`config.mk`:
```
export PLATFORM = sky130hd
export DESIGN_NAME = hazard_pipe_ctrl_flat
export DESIGN_NICKNAME = d
export VERILOG_FILES = /design/src/rtl/hazard_pipe_ctrl_if.sv /design/src/rtl/hazard_pipe_ctrl.sv /design/src/flat_wrapper.sv
export SDC_FILE = /design/constraint.sdc
export NUM_CORES = 1
export LEC_CHECK = 0
export CORE_MARGIN = 2
export CORE_UTILIZATION = 25
export DETAILED_ROUTE_END_ITERATION = 8
export PLACE_DENSITY = 0.51
export SLEW_MARGIN = 20
export SYNTH_ARGS = -nofsm -noshare
export SYNTH_HDL_FRONTEND = slang
export SYNTH_SLANG_ARGS = --single-unit
```
`constraint.sdc`:
```
create_clock -name clk -period 2.6 [get_ports clk]
set_input_delay 0.39 -clock clk [delete_from_list [all_inputs] [get_ports clk]]
set_output_delay 0.39 -clock clk [all_outputs]
set_load 0.01 [all_outputs]
```
`src/rtl/hazard_pipe_ctrl_if.sv`:
```
// Purpose: bundles the ID-stage decode inputs and the pipeline tag/enable outputs of hazard_pipe_ctrl.
// Latency: none, wiring only.
// Backpressure: none carried here; freeze/stall intent travels on PCWrite/IF_ID_Write.
interface hazard_pipe_ctrl_if;
  // ID-stage decode and pipeline-level requests
  logic [4:0]  ID_RegisterRs;
  logic [4:0]  ID_RegisterRt;
  logic        ID_UsesRs;
  logic        ID_UsesRt;
  logic [4:0]  ID_RegisterRd;
  logic        ID_RegWrite;
  logic        ID_MemRead;
  logic        Flush;
  logic        MemBusy;

  // registered tags toward the forwarding unit
  logic [4:0]  ID_EX_RegisterRs;
  logic [4:0]  ID_EX_RegisterRt;
  logic [4:0]  ID_EX_RegisterRd;
  logic        ID_EX_RegWrite;
  logic        ID_EX_MemRead;
  logic [4:0]  EX_MEM_RegisterRd;
  logic        EX_MEM_RegWrite;
  logic        EX_MEM_MemRead;
  logic [4:0]  MEM_WB_RegisterRd;
  logic        MEM_WB_RegWrite;

  // front-end enables and status
  logic        PCWrite;
  logic        IF_ID_Write;
  logic        IF_ID_Flush;
  logic        LoadUseStall;
  logic [15:0] StallCount;

  // datapath / decode side
  modport master (
    output ID_RegisterRs, ID_RegisterRt, ID_UsesRs, ID_UsesRt, ID_RegisterRd,
           ID_RegWrite, ID_MemRead, Flush, MemBusy,
    input  ID_EX_RegisterRs, ID_EX_RegisterRt, ID_EX_RegisterRd, ID_EX_RegWrite,
           ID_EX_MemRead, EX_MEM_RegisterRd, EX_MEM_RegWrite, EX_MEM_MemRead,
           MEM_WB_RegisterRd, MEM_WB_RegWrite, PCWrite, IF_ID_Write, IF_ID_Flush,
           LoadUseStall, StallCount
  );

  // hazard controller side
  modport slave (
    input  ID_RegisterRs, ID_RegisterRt, ID_UsesRs, ID_UsesRt, ID_RegisterRd,
           ID_RegWrite, ID_MemRead, Flush, MemBusy,
    output ID_EX_RegisterRs, ID_EX_RegisterRt, ID_EX_RegisterRd, ID_EX_RegWrite,
           ID_EX_MemRead, EX_MEM_RegisterRd, EX_MEM_RegWrite, EX_MEM_MemRead,
           MEM_WB_RegisterRd, MEM_WB_RegWrite, PCWrite, IF_ID_Write, IF_ID_Flush,
           LoadUseStall, StallCount
  );
endinterface

```
`src/rtl/hazard_pipe_ctrl.sv`:
```
// Purpose: carries dest tags/controls through ID/EX, EX/MEM, MEM/WB and resolves load-use, flush and memory-wait hazards.
// Latency: tags reach ID/EX, EX/MEM, MEM/WB 1/2/3 cycles after ID; enables are combinational.
// Backpressure: MemBusy freezes all stages; a load-use hazard holds PC/IF-ID for one cycle and injects a bubble.
module hazard_pipe_ctrl (
  input  logic              clk,
  input  logic              rst,
  hazard_pipe_ctrl_if.slave bus
);

  typedef enum logic [2:0] {
    MODE_RESET,
    MODE_FREEZE,
    MODE_FLUSH,
    MODE_BUBBLE,
    MODE_ADVANCE
  } mode_e;

  typedef struct packed {
    logic [4:0] rs;
    logic [4:0] rt;
    logic [4:0] rd;
    logic       reg_write;
    logic       mem_read;
  } id_ex_t;

  typedef struct packed {
    logic [4:0] rd;
    logic       reg_write;
    logic       mem_read;
  } ex_mem_t;

  typedef struct packed {
    logic [4:0] rd;
    logic       reg_write;
  } mem_wb_t;

  mode_e       mode;
  logic        load_use;
  id_ex_t      id_in;
  id_ex_t      id_ex;
  ex_mem_t     ex_mem;
  mem_wb_t     mem_wb;
  logic [15:0] stall_count;

  // Load in EX whose destination matches a source the ID instruction actually reads; r0 never conflicts.
  always_comb begin
    load_use = id_ex.mem_read && (id_ex.rd != 5'd0) &&
               ((bus.ID_UsesRs && (id_ex.rd == bus.ID_RegisterRs)) ||
                (bus.ID_UsesRt && (id_ex.rd == bus.ID_RegisterRt)));
  end

  // Next ID/EX contents from decode; a write to r0 is dropped here so downstream RegWrite implies Rd != 0.
  always_comb begin
    id_in.rs        = bus.ID_RegisterRs;
    id_in.rt        = bus.ID_RegisterRt;
    id_in.rd        = bus.ID_RegisterRd;
    id_in.reg_write = bus.ID_RegWrite && (bus.ID_RegisterRd != 5'd0);
    id_in.mem_read  = bus.ID_MemRead;
  end

  // Pick this cycle's mode by priority and derive the front-end enables from it.
  always_comb begin
    mode             = MODE_ADVANCE;
    bus.PCWrite      = 1'b0;
    bus.IF_ID_Write  = 1'b0;
    bus.IF_ID_Flush  = 1'b0;
    bus.LoadUseStall = 1'b0;
    if (rst) begin
      mode = MODE_RESET;
    end else if (bus.MemBusy) begin
      mode = MODE_FREEZE;
    end else if (bus.Flush) begin
      mode = MODE_FLUSH;
    end else if (load_use) begin
      mode = MODE_BUBBLE;
    end
    case (mode)
      MODE_FLUSH: begin
        bus.PCWrite     = 1'b1;
        bus.IF_ID_Write = 1'b1;
        bus.IF_ID_Flush = 1'b1;
      end
      MODE_BUBBLE: begin
        bus.LoadUseStall = 1'b1;
      end
      MODE_ADVANCE: begin
        bus.PCWrite     = 1'b1;
        bus.IF_ID_Write = 1'b1;
      end
      default: ;
    endcase
  end

  // Pipeline registers: hold on freeze, inject a bubble on flush/load-use, otherwise shift.
  always_ff @(posedge clk) begin
    if (rst) begin
      id_ex  <= '0;
      ex_mem <= '0;
      mem_wb <= '0;
    end else begin
      case (mode)
        MODE_FLUSH, MODE_BUBBLE: begin
          id_ex  <= '0;
          ex_mem <= '{rd: id_ex.rd, reg_write: id_ex.reg_write, mem_read: id_ex.mem_read};
          mem_wb <= '{rd: ex_mem.rd, reg_write: ex_mem.reg_write};
        end
        MODE_ADVANCE: begin
          id_ex  <= id_in;
          ex_mem <= '{rd: id_ex.rd, reg_write: id_ex.reg_write, mem_read: id_ex.mem_read};
          mem_wb <= '{rd: ex_mem.rd, reg_write: ex_mem.reg_write};
        end
        default: ;
      endcase
    end
  end

  // Saturating count of cycles in which the PC did not advance.
  always_ff @(posedge clk) begin
    if (rst) begin
      stall_count <= 16'd0;
    end else if (!bus.PCWrite && (stall_count != 16'hFFFF)) begin
      stall_count <= stall_count + 16'd1;
    end
  end

  assign bus.ID_EX_RegisterRs  = id_ex.rs;
  assign bus.ID_EX_RegisterRt  = id_ex.rt;
  assign bus.ID_EX_RegisterRd  = id_ex.rd;
  assign bus.ID_EX_RegWrite    = id_ex.reg_write;
  assign bus.ID_EX_MemRead     = id_ex.mem_read;
  assign bus.EX_MEM_RegisterRd = ex_mem.rd;
  assign bus.EX_MEM_RegWrite   = ex_mem.reg_write;
  assign bus.EX_MEM_MemRead    = ex_mem.mem_read;
  assign bus.MEM_WB_RegisterRd = mem_wb.rd;
  assign bus.MEM_WB_RegWrite   = mem_wb.reg_write;
  assign bus.StallCount        = stall_count;

endmodule
```
`src/flat_wrapper.sv`:
```
// flat-port wrapper written by rule: the top's interface ports become plain ports
module hazard_pipe_ctrl_flat 
  (clk, rst, bus_ID_RegisterRs, bus_ID_RegisterRt, bus_ID_UsesRs, bus_ID_UsesRt, bus_ID_RegisterRd, bus_ID_RegWrite, bus_ID_MemRead, bus_Flush, bus_MemBusy, bus_ID_EX_RegisterRs, bus_ID_EX_RegisterRt, bus_ID_EX_RegisterRd, bus_ID_EX_RegWrite, bus_ID_EX_MemRead, bus_EX_MEM_RegisterRd, bus_EX_MEM_RegWrite, bus_EX_MEM_MemRead, bus_MEM_WB_RegisterRd, bus_MEM_WB_RegWrite, bus_PCWrite, bus_IF_ID_Write, bus_IF_ID_Flush, bus_LoadUseStall, bus_StallCount);
  hazard_pipe_ctrl_if bus_i ();
  input  logic clk;
  input  logic rst;
  input wire logic [$bits(bus_i.ID_RegisterRs)-1:0] bus_ID_RegisterRs;
  input wire logic [$bits(bus_i.ID_RegisterRt)-1:0] bus_ID_RegisterRt;
  input wire logic [$bits(bus_i.ID_UsesRs)-1:0] bus_ID_UsesRs;
  input wire logic [$bits(bus_i.ID_UsesRt)-1:0] bus_ID_UsesRt;
  input wire logic [$bits(bus_i.ID_RegisterRd)-1:0] bus_ID_RegisterRd;
  input wire logic [$bits(bus_i.ID_RegWrite)-1:0] bus_ID_RegWrite;
  input wire logic [$bits(bus_i.ID_MemRead)-1:0] bus_ID_MemRead;
  input wire logic [$bits(bus_i.Flush)-1:0] bus_Flush;
  input wire logic [$bits(bus_i.MemBusy)-1:0] bus_MemBusy;
  output wire logic [$bits(bus_i.ID_EX_RegisterRs)-1:0] bus_ID_EX_RegisterRs;
  output wire logic [$bits(bus_i.ID_EX_RegisterRt)-1:0] bus_ID_EX_RegisterRt;
  output wire logic [$bits(bus_i.ID_EX_RegisterRd)-1:0] bus_ID_EX_RegisterRd;
  output wire logic [$bits(bus_i.ID_EX_RegWrite)-1:0] bus_ID_EX_RegWrite;
  output wire logic [$bits(bus_i.ID_EX_MemRead)-1:0] bus_ID_EX_MemRead;
  output wire logic [$bits(bus_i.EX_MEM_RegisterRd)-1:0] bus_EX_MEM_RegisterRd;
  output wire logic [$bits(bus_i.EX_MEM_RegWrite)-1:0] bus_EX_MEM_RegWrite;
  output wire logic [$bits(bus_i.EX_MEM_MemRead)-1:0] bus_EX_MEM_MemRead;
  output wire logic [$bits(bus_i.MEM_WB_RegisterRd)-1:0] bus_MEM_WB_RegisterRd;
  output wire logic [$bits(bus_i.MEM_WB_RegWrite)-1:0] bus_MEM_WB_RegWrite;
  output wire logic [$bits(bus_i.PCWrite)-1:0] bus_PCWrite;
  output wire logic [$bits(bus_i.IF_ID_Write)-1:0] bus_IF_ID_Write;
  output wire logic [$bits(bus_i.IF_ID_Flush)-1:0] bus_IF_ID_Flush;
  output wire logic [$bits(bus_i.LoadUseStall)-1:0] bus_LoadUseStall;
  output wire logic [$bits(bus_i.StallCount)-1:0] bus_StallCount;
  assign bus_i.ID_RegisterRs = bus_ID_RegisterRs;
  assign bus_i.ID_RegisterRt = bus_ID_RegisterRt;
  assign bus_i.ID_UsesRs = bus_ID_UsesRs;
  assign bus_i.ID_UsesRt = bus_ID_UsesRt;
  assign bus_i.ID_RegisterRd = bus_ID_RegisterRd;
  assign bus_i.ID_RegWrite = bus_ID_RegWrite;
  assign bus_i.ID_MemRead = bus_ID_MemRead;
  assign bus_i.Flush = bus_Flush;
  assign bus_i.MemBusy = bus_MemBusy;
  assign bus_ID_EX_RegisterRs = bus_i.ID_EX_RegisterRs;
  assign bus_ID_EX_RegisterRt = bus_i.ID_EX_RegisterRt;
  assign bus_ID_EX_RegisterRd = bus_i.ID_EX_RegisterRd;
  assign bus_ID_EX_RegWrite = bus_i.ID_EX_RegWrite;
  assign bus_ID_EX_MemRead = bus_i.ID_EX_MemRead;
  assign bus_EX_MEM_RegisterRd = bus_i.EX_MEM_RegisterRd;
  assign bus_EX_MEM_RegWrite = bus_i.EX_MEM_RegWrite;
  assign bus_EX_MEM_MemRead = bus_i.EX_MEM_MemRead;
  assign bus_MEM_WB_RegisterRd = bus_i.MEM_WB_RegisterRd;
  assign bus_MEM_WB_RegWrite = bus_i.MEM_WB_RegWrite;
  assign bus_PCWrite = bus_i.PCWrite;
  assign bus_IF_ID_Write = bus_i.IF_ID_Write;
  assign bus_IF_ID_Flush = bus_i.IF_ID_Flush;
  assign bus_LoadUseStall = bus_i.LoadUseStall;
  assign bus_StallCount = bus_i.StallCount;
  hazard_pipe_ctrl u_core (.clk(clk), .rst(rst), .bus(bus_i));
endmodule
```
# [After elaboration in Yosys (flattened, before gate mapping)]
# Cells that the tools add are included.
[op_classes] n_addsub=1 n_eq_ne=6 muxes=8 n_reduce_logical=14
[ops] operator="$pmux 17 s2" n=1
[ops] operator="$add 16x1->16 const B" n=1
[ops] operator="$ne 16x16->1 const B" n=1
[ops] operator="$mux 3" n=4
[ops] operator="$eq 5x5->1" n=2
[ops] operator="$reduce_bool 5->1" n=2
[ops] operator="$eq 3x2->1 const B" n=2
[ops] operator="$logic_and 1x1->1" n=6
[ops] operator="$reduce_or 2->1" n=2
[ops] operator="$eq 3x3->1 const B" n=1
[ops] operator="$mux 1" n=3
[ops] operator="$reduce_or 3->1" n=1
[ops] operator="$reduce_bool 2->1" n=1
[ops] operator="$logic_not 1->1" n=1
[ops] operator="$logic_or 1x1->1" n=1
[totals] reg_bits=46 input_bits=23 output_inout_bits=50 word_cells=40

# [Depth between registers and ports, before layout]
[logic_depth] word_depth=13 depth_mapped=8 mapped_depth_nobuf=6

# [Least setup slack after synthesis]
# No wires, ideal clock.
[synth_timing] path_type="register -> output" startpoint="reg u_core.id_ex (netlist bit u_core.bus.ID_EX_RegisterRd[1])" endpoint="out bus_PCWrite" arrival_time_ns=1.722 required_time_ns=2.210 setup_slack_ns=0.488 path_stages_with_launch=7 n_path_buf=2 path_cell_list="dfxtp_1 > or4_1 > o21ai_2 > nor2_1 > a211oi_2 > buf_4 > buf_4"
[synth_between] elab_chain_cells=11 elab_cells_between_ends=16 cone_classes="eq/ne: 4; mux: 5; reduce/logical: 7"
[synth_lines] item="start: declaration" line_no="hazard_pipe_ctrl.sv:40" text="id_ex_t id_ex;"
[synth_lines] item="start signal: assignment" line_no="hazard_pipe_ctrl.sv:108" text="id_ex <= id_in;"
[synth_lines] item="$eq 5x5->1, on equally long branches" line_no="hazard_pipe_ctrl.sv:48, hazard_pipe_ctrl.sv:49"
[synth_lines] item="$logic_and 1x1->1, on equally long branches" line_no="hazard_pipe_ctrl.sv:48, hazard_pipe_ctrl.sv:49"
[synth_lines] item="$logic_or 1x1->1" line_no="hazard_pipe_ctrl.sv:48" text="((bus.ID_UsesRs && (id_ex.rd == bus.ID_RegisterRs)) ||"
[synth_lines] item="$logic_and 1x1->1 *" line_no="hazard_pipe_ctrl.sv:47" text="load_use = id_ex.mem_read && (id_ex.rd != 5'd0) &&"
[synth_lines] item="$mux 3 *" line_no="hazard_pipe_ctrl.sv:74" text="end else if (load_use) begin"
[synth_lines] item="$mux 3 *" line_no="hazard_pipe_ctrl.sv:72" text="end else if (bus.Flush) begin"
[synth_lines] item="$mux 3 *" line_no="hazard_pipe_ctrl.sv:70" text="end else if (bus.MemBusy) begin"
[synth_lines] item="$mux 3 *" line_no="hazard_pipe_ctrl.sv:68" text="if (rst) begin"
[synth_lines] item="$eq 3x3->1 / $eq 3x2->1 (equally long branches)"
[synth_lines] item="$reduce_or 2->1 (no line) *"
[synth_lines] item="$mux 1 *"
[synth_lines] item="end: declaration" line_no="flat_wrapper.sv:26" text="output wire logic [$bits(bus_i.PCWrite)-1:0] bus_PCWrite;"
# Mark *: on every way between the ends. The rest lies on a longest branch, timed or not.

# [Worst setup path after layout]
[layout_timing] startpoint="in bus_ID_RegisterRt[0]" endpoint="reg u_core.stall_count[15], in the netlist u_core.bus.StallCount[15]"
[layout_between] elab_chain_cells=13 elab_cells_between_ends=14 cone_classes="eq/ne: 3; mux: 5; reduce/logical: 6"
[layout_lines] item="start: declaration" line_no="flat_wrapper.sv:8" text="input wire logic [$bits(bus_i.ID_RegisterRt)-1:0] bus_ID_RegisterRt;"
[layout_lines] item="$eq 5x5->1 *" line_no="hazard_pipe_ctrl.sv:49" text="(bus.ID_UsesRt && (id_ex.rd == bus.ID_RegisterRt)));"
[layout_lines] item="$logic_and 1x1->1 *" line_no="hazard_pipe_ctrl.sv:49"
[layout_lines] item="$logic_or 1x1->1 *" line_no="hazard_pipe_ctrl.sv:48"
[layout_lines] item="$logic_and 1x1->1 *" line_no="hazard_pipe_ctrl.sv:47"
[layout_lines] item="$mux 3 *" line_no="hazard_pipe_ctrl.sv:74"
[layout_lines] item="$mux 3 *" line_no="hazard_pipe_ctrl.sv:72"
[layout_lines] item="$mux 3 *" line_no="hazard_pipe_ctrl.sv:70"
[layout_lines] item="$mux 3 *" line_no="hazard_pipe_ctrl.sv:68"
[layout_lines] item="$eq 3x3->1 / $eq 3x2->1 (equally long branches)" line_no="hazard_pipe_ctrl.sv:77" text="case (mode)"
[layout_lines] item="$reduce_or 2->1 (no line) *"
[layout_lines] item="$mux 1 *" line_no="hazard_pipe_ctrl.sv:77"
[layout_lines] item="$logic_not 1->1 *" line_no="hazard_pipe_ctrl.sv:121" text="end else if (!bus.PCWrite && (stall_count != 16'hFFFF)) begin"
[layout_lines] item="$logic_and 1x1->1 *" line_no="hazard_pipe_ctrl.sv:121"
[layout_lines] item="end signal: assignment" line_no="hazard_pipe_ctrl.sv:122" text="stall_count <= stall_count + 16'd1;"
[layout_lines] item="end: declaration" line_no="hazard_pipe_ctrl.sv:43" text="logic [15:0] stall_count;"
# Marks and branches as above.
# A chain may end at the register's enable or synchronous reset.

==> metrics.md <==
| Metric | Value |
|---|---|
| Root Driver | clkbuf_8 |
| DRC viols | 0 |
| Count of cell types in the netlist | 38 |
| Row count | 33 |
| CP endpoint kind | register |
| Global-route wire length before repair | 9830 um |
| FILL cells | 832 |
| Logic pwr share | 0.142 |
| M1 WL | 3070 um |
| Clk sinks | 46 |
| Die Footprint | 0.00944 mm^2 |
| Power per Cell Area | 415 mW/mm^2 |
| Clock-pin slew on the worst setup and hold paths | 0.09 ns |
| Hold Path End | u_core.bus.ID_EX_RegisterRt[3] |
| Multi-input logic area | 0.00117 mm^2 |
| Largest net degree at the start of global routing | 35 |
| Total CTS buffers | 5 |
| Launch point of the worst path | bus_ID_RegisterRt[0] |
| Final Core Density | 0.398 |
| Hold_buf cts | 0 |
| Worst-path maximum fanout | 7 |
| Sequential-to-total area share from yosys stat | 0.424 |
| Die Height | 97.2 um |
| CTS tree | built |
| CP Data Arrival Time | 2.71 ns |
| Final ANT Viol Nets | 0 |
| Die width | 97.2 um |
| Vias in the first global route | 1846 |
| Critical Setup Path Class | input port to register |
| Yosys top cell area share | 0.424 |
| Initial Util | 0.262 |
| I/O pins | 73 |
| Pleak | 1.20 nW |
| Port bufs | 72 |
| Layout area overhead | 52.0% |
| Internal | 1.01 mW |
| Tmin final | 2.53 ns |
| DRT Pass-1 Iters | 4 |
| Core area | 0.00830 mm^2 |
| Cell taking the most area after synthesis | dfxtp_1 |
| ANT cells | 0 |
| Synthesized area per cell | 9.44 um^2 |
| Fmax achieved | 0.396 GHz |
| Via-to-Cell Ratio | 4.58 |
| Clock power frac | 0.329 |
| Via count | 1979 |
| R2r worst-path depth | 10 |
| Routed length on met2 | 2860 um |
| Reg2reg start | u_core.bus.ID_EX_RegisterRd[4] |
| Synthesized flop and latch total | 46 |
| Worst vdd ir | 0.000251 V |
| Final hold vios | 0 |
| WHS | 0.483 ns |
| Run status | finished clean |
| YS warnings | 0 |
| WL/cell | 14.2 um |
| Buffers from clock root to sink, at most | 2 |
| Worst-Skew Late Latency | 0.30 ns |
| H-tree depth | 2 |
| Post-Synthesis Cells | 230 |
| # setup viols final | 0 |
| Max-slew violation count | 0 |
| Switching Fraction | 0.264 |
| DR top layer | met4 |
| Switch Pwr | 361 uW |
| Top post-synthesis cells by area | dfxtp_1, mux2i_1, a22oi_2 |
| Routability cong. | 0.767 |
| Slew @ Worst Pin | 0.529 ns |
| Total gr overflow | 0 |
| Drt total wl | 6150 um |
| DPL Wire Length | 4440 um |
| Reg power frac | 0.530 |
| Share of layout cells above drive strength 1 | 0.223 |
| Max-slew headroom | 0.648 |
| Hold wc startpoint | bus_ID_RegisterRt[3] |
| Max_cap viols | 0 |
| Iteration-0 DRC Markers | 65 |
| Syn nets | 254 |
| Worst Hold Path Cells | 4 |
| Synth Cell Area | 0.00217 mm^2 |
| Worst R2R Setup Slack | 0.12 ns |
| Final Net Count | 350 |
| Global Route Usage Sum | 0.129 |
| Routed wire length on met3 | 174 um |
| Worst clock skew | 0.0112 ns |
| WP data required | 2.79 ns |
| Register Area | 921 um^2 |
| Worst setup SP type | input port |
| Fin crit share | 0.972 |
| Reg-to-reg critical path endpoint | u_core.bus.StallCount[15] |
| Worst hold path class | input port to register |
| Initial antenna violation count | 0 |
| Unrepaired setup endpoints after global routing | false |
-- power groups by stage --
stage / Sequential [mW] / Combinational (mW) / Clock (mW)
4_1_cts: 0.725 / 0.195 / 0.470
3_5_place_dp: 0.741 / 0.189 / 0
3_3_place_gp: 0.741 / 0.189 / 0
5_1_grt: 0.727 / 0.210 / 0.505
2_1_floorplan: 0.747 / 0.0816 / 0
6_report: 0.725 / 0.194 / 0.449
-- stage by stage --
step	TNS [ns]	worst slack, ns	cells	power [mW]	cell area, um^2
2_1_floorplan	0	0.488	230	0.828	2170
3_3_place_gp	-1.26	-0.402	419	0.930	3150
6_report	0	0.0720	432	1.37	3300
3_5_place_dp	-1.78	-0.454	419	0.931	3150
5_1_grt	0	0.00188	432	1.44	3300
4_1_cts	0	0.0298	431	1.39	3270
-- kinds of logic (layout without fill, tap and decap cells) --
kind of cell	count (synthesis)	in the layout	synth area share
xor gates and xnor gates	10	10	0.0403
adders and majority gates	1	1	0.00576
and+or+nand+nor	92	92	0.219
DFF	46	46	0.424
muxes	19	19	0.0928
AOI/OAI and AO/OA	42	42	0.169
buffers and inverters	20	117	0.0484
-- how the worst max path moves through the flow --
stage,endpoint,slack [ns],cells past startpoint
after floorplan,bus_PCWrite,0.49,6
after global placement,bus_PCWrite,-0.40,6
after detailed placement,bus_PCWrite,-0.45,6
after CTS,u_core.bus.StallCount[15],0.03,10
after global routing,u_core.bus.StallCount[15],0.002,10
final,u_core.bus.StallCount[15],0.07,10
-- worst max-delay path, cell delays in order --
cell and delay, ns:
clkdlybuf4s50_1 0.49, xnor2_1 0.12, nand4_1 0.13, o22ai_2 0.22, buf_4 0.15, a211oi_4 0.05, buf_4 0.16, buf_4 0.16
or4_4 0.53, mux2_1 0.31
-- Yosys cell counts, drive strengths merged --
master	number
a2111oi	1
a211oi	1
a21oi	10
a22oi	16
and3	1
buf	11
clkbuf	5
dfxtp	46
ha	1
inv	4
mux2	6
mux2i	13
nand2	15
nand3	3
nand4	7
nor2	38
nor2b	7
nor3	3
nor3b	2
nor4	5
o211ai	1
o21ai	3
o21bai	1
o22ai	1
o31ai	7
o41ai	1
or3	1
or4	10
xnor2	10
-- per-layer routing --
layer / vias to the layer above / track usage
met5: - / 0
met4: 0 / 0.0347
met3: 2 / 0.0245
met2: 28 / 0.191
met1: 932 / 0.190
li1: 1017 / -
-- placed cells by master (no fill, tap or decap), types with 2 or more instances in the layout --
| cell | synthesis | final |
|---|---|---|
| o21ai_1 | 2 | 2 |
| buf_2 | 3 | 2 |
| nor3b_1 | 2 | 2 |
| inv_2 | 2 | 2 |
| clkbuf_8 | 0 | 5 |
| nand3_1 | 3 | 3 |
| mux2_1 | 5 | 5 |
| nor4_1 | 5 | 3 |
| buf_4 | 3 | 32 |
| nor3_1 | 3 | 3 |
| inv_1 | 2 | 2 |
| dfxtp_1 | 46 | 46 |
| mux2i_1 | 13 | 13 |
| dlygate4sd2_1 | 0 | 2 |
| nand2_1 | 15 | 15 |
| nor2_2 | 10 | 10 |
| or4_1 | 10 | 9 |
| nor2_1 | 28 | 28 |
| o31ai_1 | 7 | 7 |
| nor4_2 | 0 | 2 |
| nor2b_1 | 7 | 7 |
| dlymetal6s2s_1 | 0 | 2 |
| a21oi_1 | 10 | 10 |
| xnor2_1 | 10 | 10 |
| a22oi_1 | 6 | 6 |
| nand4_1 | 7 | 7 |
| clkdlybuf4s50_1 | 0 | 65 |
| a22oi_2 | 10 | 10 |
-- area by class of cell --
| type | instances | share of cell area |
|---|---|---|
| multi-input cells | 164 | 0.354 |
| repair buffers | 105 | 0.295 |
| flip-flops and latches | 46 | 0.279 |
| well taps | 105 | 0.0398 |
| clock buffers | 5 | 0.0209 |
| clock inverters | 3 | 0.00645 |
| inverters | 4 | 0.00455 |
-- state kept, by name, indices dropped and copies added, names as in the netlist --
register                      cells
u_core.bus.EX_MEM_RegisterRd      5
u_core.bus.StallCount            16
u_core.bus.ID_EX_RegisterRd       5
u_core.bus.EX_MEM_RegWrite        1
u_core.bus.ID_EX_RegisterRs       5
u_core.bus.EX_MEM_MemRead         1
u_core.bus.ID_EX_RegWrite         1
u_core.bus.ID_EX_MemRead          1
u_core.bus.ID_EX_RegisterRt       5
u_core.bus.MEM_WB_RegWrite        1
u_core.bus.MEM_WB_RegisterRd      5
-- timing repair --
action                     CTS  global route
pin swaps                    2             3
gates cloned                 0             0
buffers inserted             4             1
resized for setup            4             6
setup endpoints to repair    7             5
No activity file was read; power rests on OpenSTA's default activity.
